## src/rtl/ppu_reg_file.sv

```systemverilog
// ppu_reg_file: CPU-facing PPU register file (0x2000-0x2007, mirrored every
// 8 bytes). Holds PPUCTRL/PPUMASK, the v/t/fine-x scroll state with the shared
// write toggle, the buffered PPUDATA path toward the VRAM arbiter, OAMADDR with
// auto-increment, the VBlank/sprite status flags and the NMI output.
//
// Ports:
//   clk, reset            clock and asynchronous active-low reset
//   cs, we, reg_sel       one-cycle register access strobe, direction, index
//   cpu_din, cpu_dout     CPU write data / registered read data
//   busy                  PPUDATA VRAM transaction pending
//   vram_req/we/addr/wdata request to the VRAM arbiter, held until ack
//   vram_ack, vram_rdata  completion pulse and read data
//   oam_addr/we/wdata     OAM address and write pulse
//   oam_rdata             OAM read data at oam_addr (combinational)
//   vblank_set, frame_clr, spr0_hit, spr_ovf   status event pulses
//   ctrl_out, mask_out, v_out, t_out, fine_x   state for rendering
//   nmi_n                 registered active-low NMI
module ppu_reg_file #(
  parameter int VADDR_W = 14,
  parameter int OAM_AW  = 8
) (
  input  logic               clk,
  input  logic               reset,
  input  logic               cs,
  input  logic               we,
  input  logic [2:0]         reg_sel,
  input  logic [7:0]         cpu_din,
  output logic [7:0]         cpu_dout,
  output logic               busy,
  output logic               vram_req,
  output logic               vram_we,
  output logic [VADDR_W-1:0] vram_addr,
  output logic [7:0]         vram_wdata,
  input  logic               vram_ack,
  input  logic [7:0]         vram_rdata,
  output logic [OAM_AW-1:0]  oam_addr,
  output logic               oam_we,
  output logic [7:0]         oam_wdata,
  input  logic [7:0]         oam_rdata,
  input  logic               vblank_set,
  input  logic               frame_clr,
  input  logic               spr0_hit,
  input  logic               spr_ovf,
  output logic [7:0]         ctrl_out,
  output logic [7:0]         mask_out,
  output logic [VADDR_W-1:0] v_out,
  output logic [VADDR_W-1:0] t_out,
  output logic [2:0]         fine_x,
  output logic               nmi_n
);

  localparam logic [VADDR_W-1:0] V_INC1  = VADDR_W'(1);
  localparam logic [VADDR_W-1:0] V_INC32 = VADDR_W'(32);
  localparam logic [OAM_AW-1:0]  OAM_INC = OAM_AW'(1);

  logic [7:0]         ctrl_r, ctrl_s, mask_r, mask_s;
  logic [7:0]         buf_r, buf_s, openbus_r, openbus_s;
  logic [7:0]         cpu_dout_r, cpu_dout_s, vram_wdata_r, vram_wdata_s;
  logic [7:0]         oam_wdata_r, oam_wdata_s;
  logic [VADDR_W-1:0] v_r, v_s, t_r, t_s, vram_addr_r, vram_addr_s;
  logic [OAM_AW-1:0]  oam_addr_r, oam_addr_s;
  logic [2:0]         fine_x_r, fine_x_s;
  logic               w_r, w_s, vblank_r, vblank_s, s0_r, s0_s, ovf_r, ovf_s;
  logic               vram_req_r, vram_req_s, vram_we_r, vram_we_s;
  logic               oam_we_r, oam_we_s, nmi_n_r, nmi_n_s;
  logic               status_rd_s;

  // Next-state decode for register accesses, VRAM completion and status flags
  always_comb begin
    ctrl_s       = ctrl_r;
    mask_s       = mask_r;
    buf_s        = buf_r;
    openbus_s    = openbus_r;
    cpu_dout_s   = cpu_dout_r;
    vram_wdata_s = vram_wdata_r;
    oam_wdata_s  = oam_wdata_r;
    v_s          = v_r;
    t_s          = t_r;
    vram_addr_s  = vram_addr_r;
    fine_x_s     = fine_x_r;
    w_s          = w_r;
    vram_req_s   = vram_req_r;
    vram_we_s    = vram_we_r;
    oam_we_s     = 1'b0;
    status_rd_s  = 1'b0;

    // Completion: capture read data and step v. A PPUADDR load below may
    // still override v on the same edge.
    if (vram_req_r && vram_ack) begin
      vram_req_s = 1'b0;
      v_s        = v_r + (ctrl_r[2] ? V_INC32 : V_INC1);
      buf_s      = vram_we_r ? buf_r : vram_rdata;
    end else begin
      vram_req_s = vram_req_r;
    end

    // OAMADDR steps after the cycle in which the OAM write pulse was visible
    oam_addr_s = oam_we_r ? (oam_addr_r + OAM_INC) : oam_addr_r;

    if (cs && we) begin
      openbus_s = cpu_din;
      case (reg_sel)
        3'd0: begin
          ctrl_s       = cpu_din;
          t_s[11:10]   = cpu_din[1:0];
        end
        3'd1: mask_s = cpu_din;
        3'd3: oam_addr_s = cpu_din[OAM_AW-1:0];
        3'd4: begin
          oam_we_s    = 1'b1;
          oam_wdata_s = cpu_din;
        end
        3'd5: begin
          if (!w_r) begin
            t_s[4:0] = cpu_din[7:3];
            fine_x_s = cpu_din[2:0];
            w_s      = 1'b1;
          end else begin
            t_s[13:12] = cpu_din[1:0];
            t_s[9:5]   = cpu_din[7:3];
            // bit 14 exists only for VADDR_W > 14; otherwise d[2] is dropped
            for (int i = 14; i < VADDR_W && i < 15; i++) t_s[i] = cpu_din[2];
            w_s = 1'b0;
          end
        end
        3'd6: begin
          if (!w_r) begin
            t_s[13:8] = cpu_din[5:0];
            for (int i = 14; i < VADDR_W; i++) t_s[i] = 1'b0;
            w_s = 1'b1;
          end else begin
            t_s[7:0] = cpu_din;
            v_s      = t_s;
            w_s      = 1'b0;
          end
        end
        3'd7: begin
          if (!vram_req_r) begin
            vram_req_s   = 1'b1;
            vram_we_s    = 1'b1;
            vram_addr_s  = v_r;
            vram_wdata_s = cpu_din;
          end else begin
            // ignored while busy: no state change at all, open bus included
            openbus_s = openbus_r;
          end
        end
        default: openbus_s = cpu_din;
      endcase
    end else if (cs && !we) begin
      case (reg_sel)
        3'd2: begin
          cpu_dout_s  = {vblank_r, s0_r, ovf_r, openbus_r[4:0]};
          openbus_s   = cpu_dout_s;
          status_rd_s = 1'b1;
          w_s         = 1'b0;
        end
        3'd4: begin
          cpu_dout_s = oam_rdata;
          openbus_s  = oam_rdata;
        end
        3'd7: begin
          if (!vram_req_r) begin
            cpu_dout_s   = buf_r;
            openbus_s    = buf_r;
            vram_req_s   = 1'b1;
            vram_we_s    = 1'b0;
            vram_addr_s  = v_r;
            vram_wdata_s = cpu_din;
          end else begin
            cpu_dout_s = cpu_dout_r;
          end
        end
        default: cpu_dout_s = openbus_r;
      endcase
    end else begin
      cpu_dout_s = cpu_dout_r;
    end

    // frame_clr dominates; a status read hides a same-cycle vblank_set
    if (frame_clr) begin
      vblank_s = 1'b0;
      s0_s     = 1'b0;
      ovf_s    = 1'b0;
    end else begin
      vblank_s = status_rd_s ? 1'b0 : (vblank_set ? 1'b1 : vblank_r);
      s0_s     = spr0_hit ? 1'b1 : s0_r;
      ovf_s    = spr_ovf ? 1'b1 : ovf_r;
    end

    nmi_n_s = ~(vblank_r & ctrl_r[7]);
  end

  // State register; reset aborts any outstanding VRAM request
  always_ff @(posedge clk or negedge reset) begin
    if (!reset) begin
      ctrl_r       <= 8'h00;
      mask_r       <= 8'h00;
      buf_r        <= 8'h00;
      openbus_r    <= 8'h00;
      cpu_dout_r   <= 8'h00;
      vram_wdata_r <= 8'h00;
      oam_wdata_r  <= 8'h00;
      v_r          <= '0;
      t_r          <= '0;
      vram_addr_r  <= '0;
      oam_addr_r   <= '0;
      fine_x_r     <= 3'd0;
      w_r          <= 1'b0;
      vblank_r     <= 1'b0;
      s0_r         <= 1'b0;
      ovf_r        <= 1'b0;
      vram_req_r   <= 1'b0;
      vram_we_r    <= 1'b0;
      oam_we_r     <= 1'b0;
      nmi_n_r      <= 1'b1;
    end else begin
      ctrl_r       <= ctrl_s;
      mask_r       <= mask_s;
      buf_r        <= buf_s;
      openbus_r    <= openbus_s;
      cpu_dout_r   <= cpu_dout_s;
      vram_wdata_r <= vram_wdata_s;
      oam_wdata_r  <= oam_wdata_s;
      v_r          <= v_s;
      t_r          <= t_s;
      vram_addr_r  <= vram_addr_s;
      oam_addr_r   <= oam_addr_s;
      fine_x_r     <= fine_x_s;
      w_r          <= w_s;
      vblank_r     <= vblank_s;
      s0_r         <= s0_s;
      ovf_r        <= ovf_s;
      vram_req_r   <= vram_req_s;
      vram_we_r    <= vram_we_s;
      oam_we_r     <= oam_we_s;
      nmi_n_r      <= nmi_n_s;
    end
  end

  assign cpu_dout   = cpu_dout_r;
  assign busy       = vram_req_r;
  assign vram_req   = vram_req_r;
  assign vram_we    = vram_we_r;
  assign vram_addr  = vram_addr_r;
  assign vram_wdata = vram_wdata_r;
  assign oam_addr   = oam_addr_r;
  assign oam_we     = oam_we_r;
  assign oam_wdata  = oam_wdata_r;
  assign ctrl_out   = ctrl_r;
  assign mask_out   = mask_r;
  assign v_out      = v_r;
  assign t_out      = t_r;
  assign fine_x     = fine_x_r;
  assign nmi_n      = nmi_n_r;

endmodule
```

## config.mk

```make
export PLATFORM = sky130hd
export DESIGN_NAME = ppu_reg_file
export DESIGN_NICKNAME = d
export VERILOG_FILES = /design/src/rtl/ppu_reg_file.sv
export SDC_FILE = /design/constraint.sdc
export NUM_CORES = 1
export LEC_CHECK = 0
export ABC_CLOCK_PERIOD_IN_PS = 5300
export BUFFER_PORTS_ARGS = -buffer_cell sky130_fd_sc_hd__buf_4
export CORE_MARGIN = 10
export CORE_UTILIZATION = 58
export CTS_CLUSTER_DIAMETER = 100
export DETAILED_ROUTE_END_ITERATION = 6
export PLACE_DENSITY_LB_ADDON = 0.15
export SYNTH_ARGS = -nofsm -noshare
export SYNTH_HDL_FRONTEND = slang
export SYNTH_SLANG_ARGS = --single-unit
```

## constraint.sdc

```tcl
create_clock -name clk -period 5.3 [get_ports clk]
set_input_delay 0.53 -clock clk [delete_from_list [all_inputs] [get_ports clk]]
set_output_delay 0.53 -clock clk [all_outputs]
set_load 0.005 [all_outputs]
```

==> results.txt <==
Max Fclk: 463.5 MHz
Inst Count DP: 720
CTS max path bufs: 2
CTS Root Cell: clkbuf_8
Initial Util: 0.5964
Diode count: 0
Setup bufs post-CTS: 0
Cts hold-fix bufs: 0
Leak: 3.283 nW
Post-synthesis sequential area ratio: 0.5290
Top post-synthesis cells by area: dfrtp_1, mux2_2, mux2_1
Power per cell area: 461.6 nW/um2
RSZ-0062 raised after global routing: false
Share of cells above drive strength 1: 0.3740
Maximum net fanout on the critical path: 8
Sequential Power Share: 0.405
Critical Path RT: 5.74 ns
Total negative slack: 0 ns
Startpoint type of the worst setup path: flop
Synthesis Warnings: 0
Crit end category: flop
Setup violators final: 0
Clock sinks: 117
Worst-path clk slew: 0.06 ns
Fraction of registers with async set/reset: 1.000
I/O Buffers: 133
Via/cell ratio: 5.922
CTS Buf Count: 17
GRT Util Overall: 0.2209
Post-route ant nets: 0
Most used cell, CP: a31oi_1
Flops & latches, synth: 117
Post-layout power: 3.298 mW
Int Power: 2.350 mW
Die width: 117.7 um
Switch share: 0.2874
Combinational power share: 0.234
Io pins: 134
Core Box Area: 9284 um2
Synth Area per Inst: 11.28 um2
Drt total wl: 15.41 mm
Number of DRC markers in iteration 0: 519
Worst IR Drop VDD: 0.0002546 V
Clock skew: 0.01375 ns
Area share of the largest cell type after synthesis: 0.5243
Worst Hold Class: input pin to async pin
Commonest non-fill, non-tap cell in the layout: buf_4
Nets: 650
Crit path kind: flop to flop
Slowest CP cell: or4_1
Fin cells: 752
Chip Height: 117.7 um
Max incr delay on CP: 0.58 ns
Max-cap violations: 0
Final Util: 0.7695
Initial DRT Pass Iterations: 7
Initial antenna violation count: 0
Total gr overflow: 0
Post-cts resize count: 0
Post-synth EDFFs: 0
Library cells used by synthesis: 55
H-tree depth: 4
Status: completed
Global placer's final weighted congestion: 0.8650
Worst-margin pin slew: 0.9595 ns
Syn_nets: 531
Layout area overhead: 29.04%
Relative slew slack: 0.3576
Syn Inst Count: 491
Rows: 35
Syn Std Cell Area: 5537 um2
Vias in the first global route: 4507
Final hold violations: 0
Sw power: 0.9479 mW
WL/cell: 20.50 um
Clock power frac: 0.361
Fin. max-slew vios: 0
Post-layout min period: 2.157 ns
Global-route wire length before repair: 24.81 mm
Most frequent cells in the layout: buf_4, dfrtp_1, mux2_2, nor2_1, nand2_1
Worst path cell trace: ha_1 -> and3_1 -> a31oi_1 -> or4_1 -> a31oi_1
CTS tree: done
Synth Flop Type: dfrtp_1
Synth area leader: dfrtp_1
Largest net degree at the start of global routing: 61
Post-DP HPWL: 10.52 mm
Arrival time of the worst setup path: 2.60 ns
# DRC: 0
Crit share post-route: 0.4071
Total number of vias: 4453
Die footprint: 13850 um2
Worst-Skew Late Latency: 0.53 ns
[cells in the mapped netlist (all sizes together) (2+ instances only)]
| library cell | n |
|---|---|
| a21oi | 23 |
| a222oi | 3 |
| a22o | 3 |
| a22oi | 8 |
| a31oi | 18 |
| and2 | 5 |
| and3 | 5 |
| buf | 23 |
| clkbuf | 12 |
| dfrtp | 116 |
| ha | 4 |
| inv | 6 |
| mux2 | 71 |
| mux2i | 11 |
| nand2 | 39 |
| nand2b | 2 |
| nand3 | 18 |
| nand3b | 3 |
| nand4 | 3 |
| nor2 | 47 |
| nor3 | 5 |
| nor3b | 2 |
| o211ai | 3 |
| o21ai | 21 |
| o31ai | 3 |
| or3b | 3 |
| or4 | 7 |
| xnor2 | 5 |
| xor2 | 6 |
[through the flow]
| step | hold slack, ns | area [um2] | worst slack (ns) |
|---|---|---|---|
| 2_1_floorplan | 0.2344 | 5537 | 3.482 |
| 3_3_place_gp | 0.4377 | 6531 | 2.906 |
| 3_5_place_dp | 0.4416 | 6531 | 2.831 |
| 4_1_cts | 0.08368 | 7144 | 3.210 |
| 5_1_grt | 0.1329 | 7144 | 3.024 |
| 6_report | 0.06424 | 7144 | 3.143 |
[power groups by stage]
stage	clock network [mW]	logic [mW]	registers, mW
6_report	1.19	0.771	1.34
5_1_grt	1.24	0.849	1.37
4_1_cts	1.20	0.783	1.33
3_5_place_dp	0	0.775	1.34
3_3_place_gp	0	0.749	1.33
2_1_floorplan	0	0.323	1.31
[state kept, by name, indices dropped and copies added, names as in the netlist, 3 cells and up]
signal	flops
vram_addr	14
t_out	14
oam_addr	8
buf_r	8
vram_wdata	8
v_out	14
openbus_r	8
cpu_dout	8
mask_out	8
fine_x	3
oam_wdata	8
ctrl_out	8
[critical path, delay by kind of cell (launching register included)]
family,cells,cell delay (ns)
AND/OR/NAND/NOR,2,0.79
flip-flops,1,0.47
AO/OA/AOI/OAI,2,0.44
adder cells (fa/ha/maj),1,0.37
[layer usage]
metal | up-vias | global-route usage | part of all wire
li1 | 2002 | - | -
met1 | 2201 | 0.2792 | 0.42
met2 | 218 | 0.3500 | 0.48
met3 | 32 | 0.07146 | 0.083
met4 | 0 | 0.07264 | 0.019
met5 | - | 0 | 0
[cells by family after synthesis]
| logic type | Yosys count | share of synthesized area |
|---|---|---|
| buffers and inverters | 41 | 0.03774 |
| and+or+nand+nor | 145 | 0.1336 |
| DFF | 117 | 0.5290 |
| AOI/OAI and AO/OA | 90 | 0.1069 |
| adders and majority gates | 5 | 0.01107 |
| xor gates and xnor gates | 11 | 0.01740 |
| muxes | 82 | 0.1643 |
[worst paths after layout]
check,startpoint,to,slack (ns),cells after the start
max in group asynchronous,reset,openbus_r[7]$_DFFE_PN0P_,4.02,2
setup reg to reg,ctrl_out[2]$_DFFE_PN0P_,v_out[10]$_DFF_PN0_,3.14,5
hold / removal,reset,v_out[2]$_DFF_PN0_,0.06,1
hold reg to reg,ctrl_out[7]$_DFFE_PN0P_,nmi_n$_DFF_PN1_,0.44,1
min in group clk,frame_clr,s0_r$_DFFE_PN0P_,0.17,2
setup / recovery,ctrl_out[2]$_DFFE_PN0P_,v_out[10]$_DFF_PN0_,3.14,5
[area by class of cell]
type / instances / area (um2)
Inverter: 6 / 22.52
Multi-Input combinational cell: 333 / 2405
Tap cell: 129 / 161.4
Clock inverter: 12 / 177.7
Timing Repair Buffer: 135 / 1013
Sequential cell: 117 / 2929
Clock buffer: 20 / 435.4
Fill cell: 638 / 2140
Note: power is estimated with default switching activity, not from simulation.
